File: config.mk
export PLATFORM = sky130hd
export DESIGN_NAME = score_bcd_counter
export DESIGN_NICKNAME = d
export VERILOG_FILES = /design/src/rtl/score_bcd_counter.sv
export SDC_FILE = /design/constraint.sdc
export NUM_CORES = 1
export LEC_CHECK = 0
export BUFFER_PORTS_ARGS = -buffer_cell sky130_fd_sc_hd__buf_4
export CAP_MARGIN = 20
export CORE_MARGIN = 3
export CORE_UTILIZATION = 56
export CTS_BUF_LIST = sky130_fd_sc_hd__clkbuf_8 sky130_fd_sc_hd__clkbuf_16
export CTS_CLUSTER_SIZE = 40
export DETAILED_ROUTE_END_ITERATION = 16
export MAX_ROUTING_LAYER = met4
export PLACE_DENSITY = 0.81
export SYNTH_ARGS = -nofsm -noshare
export SYNTH_HDL_FRONTEND = slang
export SYNTH_SLANG_ARGS = --single-unit
File: constraint.sdc
create_clock -name clkin -period 8.35 [get_ports clkin]
set_input_delay 0.4175 -clock clkin [delete_from_list [all_inputs] [get_ports clkin]]
set_output_delay 0.4175 -clock clkin [all_outputs]
set_load 0.005 [all_outputs]
File: src/rtl/score_bcd_counter.sv
// Snake-game BCD score keeper with saturation, speed-up flag and high-score latch.
// Define SCORE_HIGH_SCORE_EN to build the high-score register and COMMIT compare.
module score_bcd_counter #(
  parameter int unsigned DIGITS      = 4,
  parameter int unsigned POINTS      = 1,
  parameter logic [31:0] FAST_THRESH = 32'h0000_0010
) (
  input  logic                  clkin,
  input  logic                  resetn,
  input  logic                  eat,
  input  logic                  game_over,
  input  logic                  clear,
  output logic [4*DIGITS-1:0]   score,
  output logic [4*DIGITS-1:0]   high_score,
  output logic                  speed_fast,
  output logic                  saturated,
  output logic                  new_high
);

  localparam int unsigned W = 4 * DIGITS;
  localparam logic [W-1:0] Nines = {DIGITS{4'h9}};

  typedef enum logic [1:0] {StRun, StCommit, StFrozen} state_e;

  state_e         state_q, state_d;
  logic [W-1:0]   score_q, score_d;
  logic           speed_q, speed_d;
  logic           sat_q, sat_d;
  logic           eat_q, go_q;
  logic           eat_rise, go_rise;
  logic [W-1:0]   inc_score;
  logic           inc_ovf;
  logic [4:0]     dsum;
  logic           carry;

  assign eat_rise = eat & ~eat_q;
  assign go_rise  = game_over & ~go_q;

  // Decimal ripple add of POINTS into the least significant digit.
  always_comb begin
    carry     = 1'b0;
    dsum      = '0;
    inc_score = '0;
    for (int i = 0; i < int'(DIGITS); i++) begin
      dsum = {1'b0, score_q[4*i +: 4]} + {4'b0, carry} + ((i == 0) ? 5'(POINTS) : 5'd0);
      if (dsum > 5'd9) begin
        dsum  = dsum - 5'd10;
        carry = 1'b1;
      end else begin
        carry = 1'b0;
      end
      inc_score[4*i +: 4] = dsum[3:0];
    end
    inc_ovf = carry;
  end

  always_comb begin
    score_d = score_q;
    state_d = state_q;
    if (clear) begin
      score_d = '0;
      state_d = StRun;
    end else begin
      unique case (state_q)
        StRun: begin
          if (eat_rise) score_d = inc_ovf ? Nines : inc_score;
          if (go_rise)  state_d = StCommit;
        end
        StCommit: state_d = StFrozen;
        StFrozen: state_d = StFrozen;
        default:  state_d = StRun;
      endcase
    end
    speed_d = 32'(score_d) >= FAST_THRESH;
    sat_d   = (score_d == Nines);
  end

  always_ff @(posedge clkin) begin
    if (!resetn) begin
      state_q <= StRun;
      score_q <= '0;
      speed_q <= 1'b0;
      sat_q   <= 1'b0;
      eat_q   <= 1'b0;
      go_q    <= 1'b0;
    end else begin
      state_q <= state_d;
      score_q <= score_d;
      speed_q <= speed_d;
      sat_q   <= sat_d;
      eat_q   <= eat;
      go_q    <= game_over;
    end
  end

  assign score      = score_q;
  assign speed_fast = speed_q;
  assign saturated  = sat_q;

`ifdef SCORE_HIGH_SCORE_EN
  logic [W-1:0] high_q, high_d;
  logic         new_high_q, new_high_d;

  // A clear during COMMIT aborts the update.
  always_comb begin
    high_d     = high_q;
    new_high_d = 1'b0;
    if (state_q == StCommit && !clear && score_q > high_q) begin
      high_d     = score_q;
      new_high_d = 1'b1;
    end
  end

  always_ff @(posedge clkin) begin
    if (!resetn) begin
      high_q     <= '0;
      new_high_q <= 1'b0;
    end else begin
      high_q     <= high_d;
      new_high_q <= new_high_d;
    end
  end

  assign high_score = high_q;
  assign new_high   = new_high_q;
`else
  assign high_score = '0;
  assign new_high   = 1'b0;
`endif

endmodule
# Word level (Yosys, flattened, before mapping)
# Cells that the tools add are included.
# totals
register_bits	22
output_inout_bits	35
inputBits	5
wordCells	45
# op_classes
muxes	14
n_bitwise	5
add_sub_neg	8
order_cmp	5
n_eq_ne	4
reduce_logical	3
# op_table
op	n
16-bit two-way mux	4
5-bit by 4-bit greater-than comparator with 1-bit output (second input constant)	4
16-bit equality test (second input constant)	1
16-bit by 5-bit greater-or-equal comparator with 1-bit output (second input constant)	1
4-bit two-way mux	4
4-bit subtractor (second input constant)	4
4-bit by 1-bit adder with 5-bit output	3
4-bit by 1-bit adder with 5-bit output (second input constant)	1
1-bit two-way mux	4
2-bit case mux with 2 select lines	1
2-bit OR reduction	2
1-bit inverter	3
1-bit AND	2
2-bit by 1-bit equality test with 1-bit output (second input constant)	1
2-bit equality test (second input constant)	1
2-bit logical NOT	1
2-bit two-way mux	1
2-bit != test (second input constant)	1

# Depth between registers and ports, before layout
# Gate-level depths: netlist of run 1.
# logic_depth
word_depth	17
depth_mapped	33
depth_no_buf	31

# Least setup slack after synthesis of run 1
# Ideal clock, no wire load.
# synth_timing
path_type	register -> register
startpoint	register score_q[0], in the netlist score[0]
endpoint	register speed_q, in the netlist speed_fast
arrival_ns	6.035
path_stages_with_launch	33
period_less_slack_ns	6.175
path_buffers	2
setup_ns	0.140
setup_slack_ns	2.175
cell_sequence	dfxtp_1 -> inv_1 -> ha_1 -> inv_1 -> ha_1 -> nand2b_1 -> a21oi_1 -> o21ai_0 -> nand2_1 -> ha_1 -> ha_1 -> clkbuf_1 -> inv_1 -> a21oi_1 -> o22ai_1 -> a31oi_1 -> ha_1 -> ha_1 -> xor2_2 -> inv_2 -> ha_1 -> nand2b_1 -> a211o_1 -> nand2_1 -> ha_1 -> ha_1 -> o21ai_0 -> nand2_1 -> a31oi_1 -> buf_2 -> nor3_1 -> nor4_1 -> a41oi_1
# synth_via
elab_chain_cells	17
# synth_lines
element	line	source
from (decl)	26	logic [W-1:0] score_q, score_d;
from (signal assigned)	88	score_q <= score_d;
4-bit by 1-bit adder with 5-bit output	45	dsum = {1'b0, score_q[4*i +: 4]} + {4'b0, carry} + ((i == 0) ? 5'(POINTS) : 5'd0);
5-bit by 4-bit greater-than comparator with 1-bit output	46	if (dsum > 5'd9) begin
1-bit two-way mux	46	
4-bit by 1-bit adder with 5-bit output	45	
5-bit by 4-bit greater-than comparator with 1-bit output	46	
1-bit two-way mux	46	
4-bit by 1-bit adder with 5-bit output	45	
5-bit by 4-bit greater-than comparator with 1-bit output	46	
1-bit two-way mux	46	
4-bit by 1-bit adder with 5-bit output	45	
4-bit subtractor or 5-bit by 4-bit greater-than comparator with 1-bit output (tied branches)	47, 46	
4-bit two-way mux or 1-bit two-way mux (tied branches)	46	
16-bit two-way mux (2 in series)	66	if (eat_rise) score_d = inc_ovf ? Nines : inc_score;
16-bit two-way mux *	64	unique case (state_q)
16-bit two-way mux *	60	if (clear) begin
16-bit by 5-bit greater-or-equal comparator with 1-bit output *	74	speed_d = 32'(score_d) >= FAST_THRESH;
to (signal assigned)	89	speed_q <= speed_d;
to (decl)	27	logic speed_q, speed_d;
# Every way passes the cells marked *; elsewhere a longest branch is shown, timed or not.
# A chain may end at the register's enable or synchronous reset.

# Worst setup path in the final report of run 1
# layout_timing
startpoint	register score_q[0], in the netlist score[0]
endpoint	register sat_q, in the netlist saturated
# layout_via
elab_chain_cells	17
# layout_lines
element	line	source
4-bit by 1-bit adder with 5-bit output	45	
5-bit by 4-bit greater-than comparator with 1-bit output	46	
1-bit two-way mux	46	
4-bit by 1-bit adder with 5-bit output	45	
5-bit by 4-bit greater-than comparator with 1-bit output	46	
1-bit two-way mux	46	
4-bit by 1-bit adder with 5-bit output	45	
5-bit by 4-bit greater-than comparator with 1-bit output	46	
1-bit two-way mux	46	
4-bit by 1-bit adder with 5-bit output	45	
4-bit subtractor or 5-bit by 4-bit greater-than comparator with 1-bit output (tied branches)	47, 46	
4-bit two-way mux or 1-bit two-way mux (tied branches)	46	
16-bit two-way mux (2 in series)	66	
16-bit two-way mux *	64	
16-bit two-way mux *	60	
16-bit equality test *	75	sat_d = (score_d == Nines);
to (signal assigned)	90	sat_q <= sat_d;
to (decl)	28	logic sat_q, sat_d;
# Marks and branches as above.

==> results of run 1 <==
## metal layers
layer | GRT usage [%] | routed length, µm | vias up
li1 | - | - | 972
met1 | 28.8 | 2130 | 878
met2 | 32.6 | 1960 | 80
met3 | 2.72 | 320 | 6
met4 | 3.81 | 29 | 0
met5 | - | 0 | -
## worst max-delay path by stage
| stage | slack [ns] | depth (start not counted) | to | startpoint |
|---|---|---|---|---|
| floorplan | 2.18 | 32 | speed_fast | score[0] |
| global placement | 1.67 | 30 | saturated | score[0] |
| detailed placement | 1.56 | 31 | score[1] | score[0] |
| CTS | 1.47 | 31 | saturated | score[0] |
| global route | 0.89 | 31 | score[1] | score[0] |
| finish | 1.44 | 31 | saturated | score[0] |
## cell families (layout without fill, tap and decap cells)
logic type	after synthesis	after routing	synth area share [%]
simple gates	103	103	25.6
compound gates	77	77	26.1
buf+inv	50	46	13.2
flops	22	22	21.6
fa+ha+maj	14	14	8.58
xor+xnor	7	7	3.74
mux	2	2	0.981
other cells	1	17	0.184
## power by group through the flow
| stage | Combinational, mW | Sequential [mW] | Clock [mW] |
|---|---|---|---|
| after floorplan | 0.0260 | 0.111 | 0 |
| after global placement | 0.0276 | 0.112 | 0 |
| after detailed placement | 0.0281 | 0.112 | 0 |
| after CTS | 0.0281 | 0.110 | 0.0777 |
| after global routing | 0.0322 | 0.110 | 0.0821 |
| final | 0.0285 | 0.110 | 0.0779 |
## flip-flops by register name (all words and copies together) (netlist names)
name and flops:
score 16, state_q 2, eat_q 1, go_q 1, saturated 1, speed_fast 1
## cells in the mapped netlist (6+ instances only)
library cell  number  area [µm²]
a31oi_1            7        43.8
dfxtp_1           22         440
clkbuf_1           7        26.3
nor2_1            25        93.8
and2_1             6        37.5
a211oi_1           6        45.0
nand3_1           14        70.1
o21ai_0           16        80.1
inv_1             18        67.6
buf_4             18         135
ha_1              14         175
nand2_1           25        93.8
a21oi_1           21         105
## area by class of cell
| cell class | count | area share, % |
|---|---|---|
| Inverter | 19 | 3.26 |
| Multi-Input combinational cell | 220 | 63.6 |
| Tap cell | 46 | 2.63 |
| Sequential cell | 22 | 20.1 |
| Clock buffer | 4 | 2.52 |
| Timing Repair Buffer | 23 | 7.89 |
==> results.sh, run 1 <==
export IMPL_outcome="finished, final reports clean"
export IMPL_netSwitchingPower_mw=0.0562
export IMPL_area_delta_synth_final_pct=7.23
export IMPL_yosysWarnings=0
export IMPL_ys_flop_type="dfxtp_1"
export IMPL_hold_viol=0
export IMPL_postCtsSetupRepairBufs=0
export IMPL_crit_top_cell="ha_1"
export IMPL_hold_class="input port to flop"
export IMPL_synthArstFlopShare_pct=0
export IMPL_drt_iter0_markers=117
export IMPL_first_global_vias=1632
export IMPL_root_buffer="clkbuf_8"
export IMPL_dp_slack_ns=1.56
export IMPL_die_w_um=66.4
export IMPL_crit_slowest_cell="ha_1"
export IMPL_diodes=0
export IMPL_drive_above_1_share_pct=14.6
export IMPL_syn_inst=276
export IMPL_crit_type="flop to flop"
export IMPL_p_sw_share_pct=26.0
export IMPL_cts_max_path_buffers=2
export IMPL_ff2ff_setup_slack_ns=1.44
export IMPL_syn_avg_cell_area_um2=7.39
export IMPL_ys_seq_area_share_pct=21.6
export IMPL_fin_total_pwr_mw=0.216
export IMPL_stdcell_area_um2=2190
export IMPL_fin_util_pct=64.1
export IMPL_slew_violations=0
export IMPL_drc=0
export IMPL_ys_seq_elements=22
export IMPL_gp_congestion=0.865
export IMPL_p_int_mw=0.160
export IMPL_finalSetupTns_ns=0
export IMPL_clock_sinks=22
export IMPL_layout_common_cells="nand2_1, nor2_1, buf_4"
export IMPL_num_fill_cells=310
export IMPL_fin_skew_ns=0.00320
export IMPL_setup_viol=0
export IMPL_end_kind="flop"
export IMPL_final_net_count=308
export IMPL_die_area_um2=4400
export IMPL_fmax_mhz=145
export IMPL_path_buf_inv=4
export IMPL_clk_latency_ns=0.26
export IMPL_r2r_cells=31
export IMPL_port_buffers=22
export IMPL_cts_resized=0
export IMPL_power_frac_clock_pct=36.1
export IMPL_cts_max_level=1
export IMPL_worst_slew_pin_slew_ns=0.621
export IMPL_synth_area_um2=2040
export IMPL_power_density_nw_per_um2=98.7
export IMPL_worstHoldStart="game_over"
export IMPL_fin_hold_ws_ns=0.360
export IMPL_initial_core_util_pct=59.7
export IMPL_rsz0062_at_grt="no"
export IMPL_path_clk_slew_ns=0.08
export IMPL_leakage_nw=0.898
export IMPL_num_vias=1936
export IMPL_period_share_pct=82.8
export IMPL_setup_slack_ns=1.44
export IMPL_grt_pass1_wl_um=7290
export IMPL_slowest_delay_ns=0.54
export IMPL_regToRegStartpoint="score[0]"
export IMPL_drt_pre_antenna_iters=4
export IMPL_ys_types=57
export IMPL_vdd_ir_drop_worst_v=0.0000955
export IMPL_hold_end="go_q"
export IMPL_placed_area_um2=2130
export IMPL_cp_top_family="adder cells"
export IMPL_wirelength_um=4440
export IMPL_rows=21
export IMPL_critical_path_required_ns=8.51
export IMPL_antenna_found_initial=0
export IMPL_seqPwrFrac_pct=50.7
export IMPL_placed_cells=330
export IMPL_arrival_ns=7.08
export IMPL_worstPathMaxFanout=12
export IMPL_grt_util_all_layers_pct=20.8
export IMPL_die_h_um=66.4
export IMPL_synth_edf_count=0
export IMPL_viasPerCell=5.80
export IMPL_cts_tree="built"
export IMPL_drtAntennaViolNets=0
export IMPL_hold_depth=2
export IMPL_holdBufCountCts=0
export IMPL_fin_crit_ns=6.91
export IMPL_io_pin_count=40
export IMPL_wl_per_cell_um=13.3
export IMPL_slew_headroom_pct=58.5
export IMPL_rr_endpoint="saturated"
export IMPL_instances_no_fill=334
export IMPL_grt_max_degree=19
export IMPL_register_area_um2=440
export IMPL_core_area_um2=3420
export IMPL_multi_input_area_um2=1390
export IMPL_gr_total_overflow=0
export IMPL_numCtsBuffers=3
export IMPL_combPwrFrac_pct=13.2
export IMPL_critPathLaunchType="flop"
export IMPL_cap_viol_max_count=0
export IMPL_dpl_hpwl_um=3270
Power figures use the tool's default switching activity.
==> run 2: changes to the inputs <==
==> constraint.sdc (replaced) <==
create_clock -name clkin -period 7.2 [get_ports clkin]
set_input_delay 0.36 -clock clkin [delete_from_list [all_inputs] [get_ports clkin]]
set_output_delay 0.36 -clock clkin [all_outputs]
set_load 0.005 [all_outputs]
==> run 2 against run 1 <==
Effect of this change: sequential power up 15%; die area unchanged; global-route usage up 1.0 points; clock skew up 0.0016 ns; first-iteration DRC count up 30%.
==> results.sh, run 2 (synthesized netlist as in run 1, its figures left out) <==
export IMPL_slew_violations=0
export IMPL_drc=0
export IMPL_core_area_um2=3420
export IMPL_cts_max_path_buffers=2
export IMPL_first_global_vias=1645
export IMPL_hold_viol=0
export IMPL_root_buffer="clkbuf_8"
export IMPL_fin_skew_ns=0.00479
export IMPL_final_net_count=309
export IMPL_path_clk_slew_ns=0.09
export IMPL_combPwrFrac_pct=11.9
export IMPL_cts_max_level=1
export IMPL_slowest_delay_ns=0.44
export IMPL_wl_per_cell_um=13.2
export IMPL_dpl_hpwl_um=3340
export IMPL_clock_sinks=22
export IMPL_gp_congestion=0.863
export IMPL_drive_above_1_share_pct=15.2
export IMPL_placed_cells=331
export IMPL_slew_headroom_pct=58.3
export IMPL_finalSetupTns_ns=0
export IMPL_fin_crit_ns=6.44
export IMPL_fmax_mhz=155
export IMPL_leakage_nw=0.911
export IMPL_numCtsBuffers=3
export IMPL_grt_pass1_wl_um=7480
export IMPL_io_pin_count=40
export IMPL_largest_reg_flops=16
export IMPL_clk_latency_ns=0.26
export IMPL_seqPwrFrac_pct=45.9
export IMPL_antenna_found_initial=0
export IMPL_num_fill_cells=315
export IMPL_drtAntennaViolNets=0
export IMPL_diodes=0
export IMPL_grt_util_all_layers_pct=21.8
export IMPL_initial_core_util_pct=59.7
export IMPL_cap_viol_max_count=0
export IMPL_crit_top_cell="ha_1"
export IMPL_power_frac_clock_pct=42.2
export IMPL_postCtsSetupRepairBufs=0
export IMPL_die_h_um=66.4
export IMPL_area_delta_synth_final_pct=8.46
export IMPL_setup_slack_ns=0.764
export IMPL_layout_common_cells="nand2_1, nor2_1, buf_4"
export IMPL_fin_util_pct=64.8
export IMPL_end_kind="flop"
export IMPL_crit_slowest_cell="dfxtp_1"
export IMPL_outcome="finished, final reports clean"
export IMPL_fin_hold_ws_ns=0.303
export IMPL_gr_total_overflow=0
export IMPL_p_int_mw=0.211
export IMPL_worstPathMaxFanout=7
export IMPL_drt_iter0_markers=152
export IMPL_power_density_nw_per_um2=125
export IMPL_worst_slew_pin_slew_ns=0.623
export IMPL_num_vias=1924
export IMPL_grt_max_degree=19
export IMPL_period_share_pct=89.4
export IMPL_critPathLaunchType="flop"
export IMPL_hold_class="input port to flop"
export IMPL_die_w_um=66.4
export IMPL_dp_slack_ns=0.758
export IMPL_instances_no_fill=335
export IMPL_setup_viol=0
export IMPL_critical_path_required_ns=7.36
export IMPL_rows=21
export IMPL_netSwitchingPower_mw=0.0659
export IMPL_cts_tree="built"
export IMPL_port_buffers=22
export IMPL_vdd_ir_drop_worst_v=0.0000995
export IMPL_rsz0062_at_grt="no"
export IMPL_viasPerCell=5.74
export IMPL_arrival_ns=6.60
export IMPL_drt_pre_antenna_iters=5
export IMPL_crit_type="flop to flop"
export IMPL_p_sw_share_pct=23.8
export IMPL_die_area_um2=4400
export IMPL_wirelength_um=4430
run 2: changes by cell type in the layout (fill, tap and decap cells not counted):
cell / change
buf_4: +1
bufinv_16: +1
clkbuf_8: -1
dfxtp_1: -1
dfxtp_2: +1
run 2: worst max-delay path: cells and delay by family, from the launching register on:
family / cells / cell delay [ns]
AOI/OAI and AO/OA: 9 / 1.93
DFF: 1 / 0.44
xor gates and xnor gates: 1 / 0.21
adders and majority gates: 9 / 2.46
buffers and inverters: 4 / 0.32
and+or+nand+nor: 7 / 0.97
run 2: per-stage QoR:
step	area (µm²)	total power [mW]
floorplan	2100	0.159
global placement	2140	0.162
detailed placement	2140	0.163
CTS	2210	0.278
global route	2210	0.288
finish	2210	0.277
run 2: what timing repair did:
action,in CTS,in global routing
endpoints found under the hold margin,0,0
resized for setup,0,1
hold buffers,0,0
endpoints found under the setup margin,0,2
run 2: per-layer routing:
metal,share of wire (%),GRT usage [%]
met5,0,-
met4,1.0,4.57
met3,5.0,2.72
met2,45,33.1
met1,49,31.0
run 2: path summary, 6_finish.rpt:
kind	from	to	slack, ns	depth (start not counted)
min	game_over	go_q	0.30	2
min reg2reg	score[13]	score[13]	0.55	2
max reg2reg	score[1]	saturated	0.76	30
max	score[1]	saturated	0.76	30
run 2: final cells by class:
class	instances	area [µm²]	area share, %
clock buffers	3	41.3	1.87
clock inverters	1	30.0	1.36
inverters	19	71.3	3.22
multi-input cells	220	1390	62.9
flip-flops and latches	22	442	20.0
well taps	46	57.6	2.60
repair buffers	24	180	8.14
run 2: power groups by stage:
stage          clock, mW  sequential [mW]  combinational, mW
2_1_floorplan          0            0.129             0.0302
3_3_place_gp           0            0.130             0.0321
3_5_place_dp           0            0.130             0.0326
4_1_cts            0.118            0.127             0.0326
5_1_grt            0.123            0.128             0.0376
6_report           0.117            0.127             0.0329
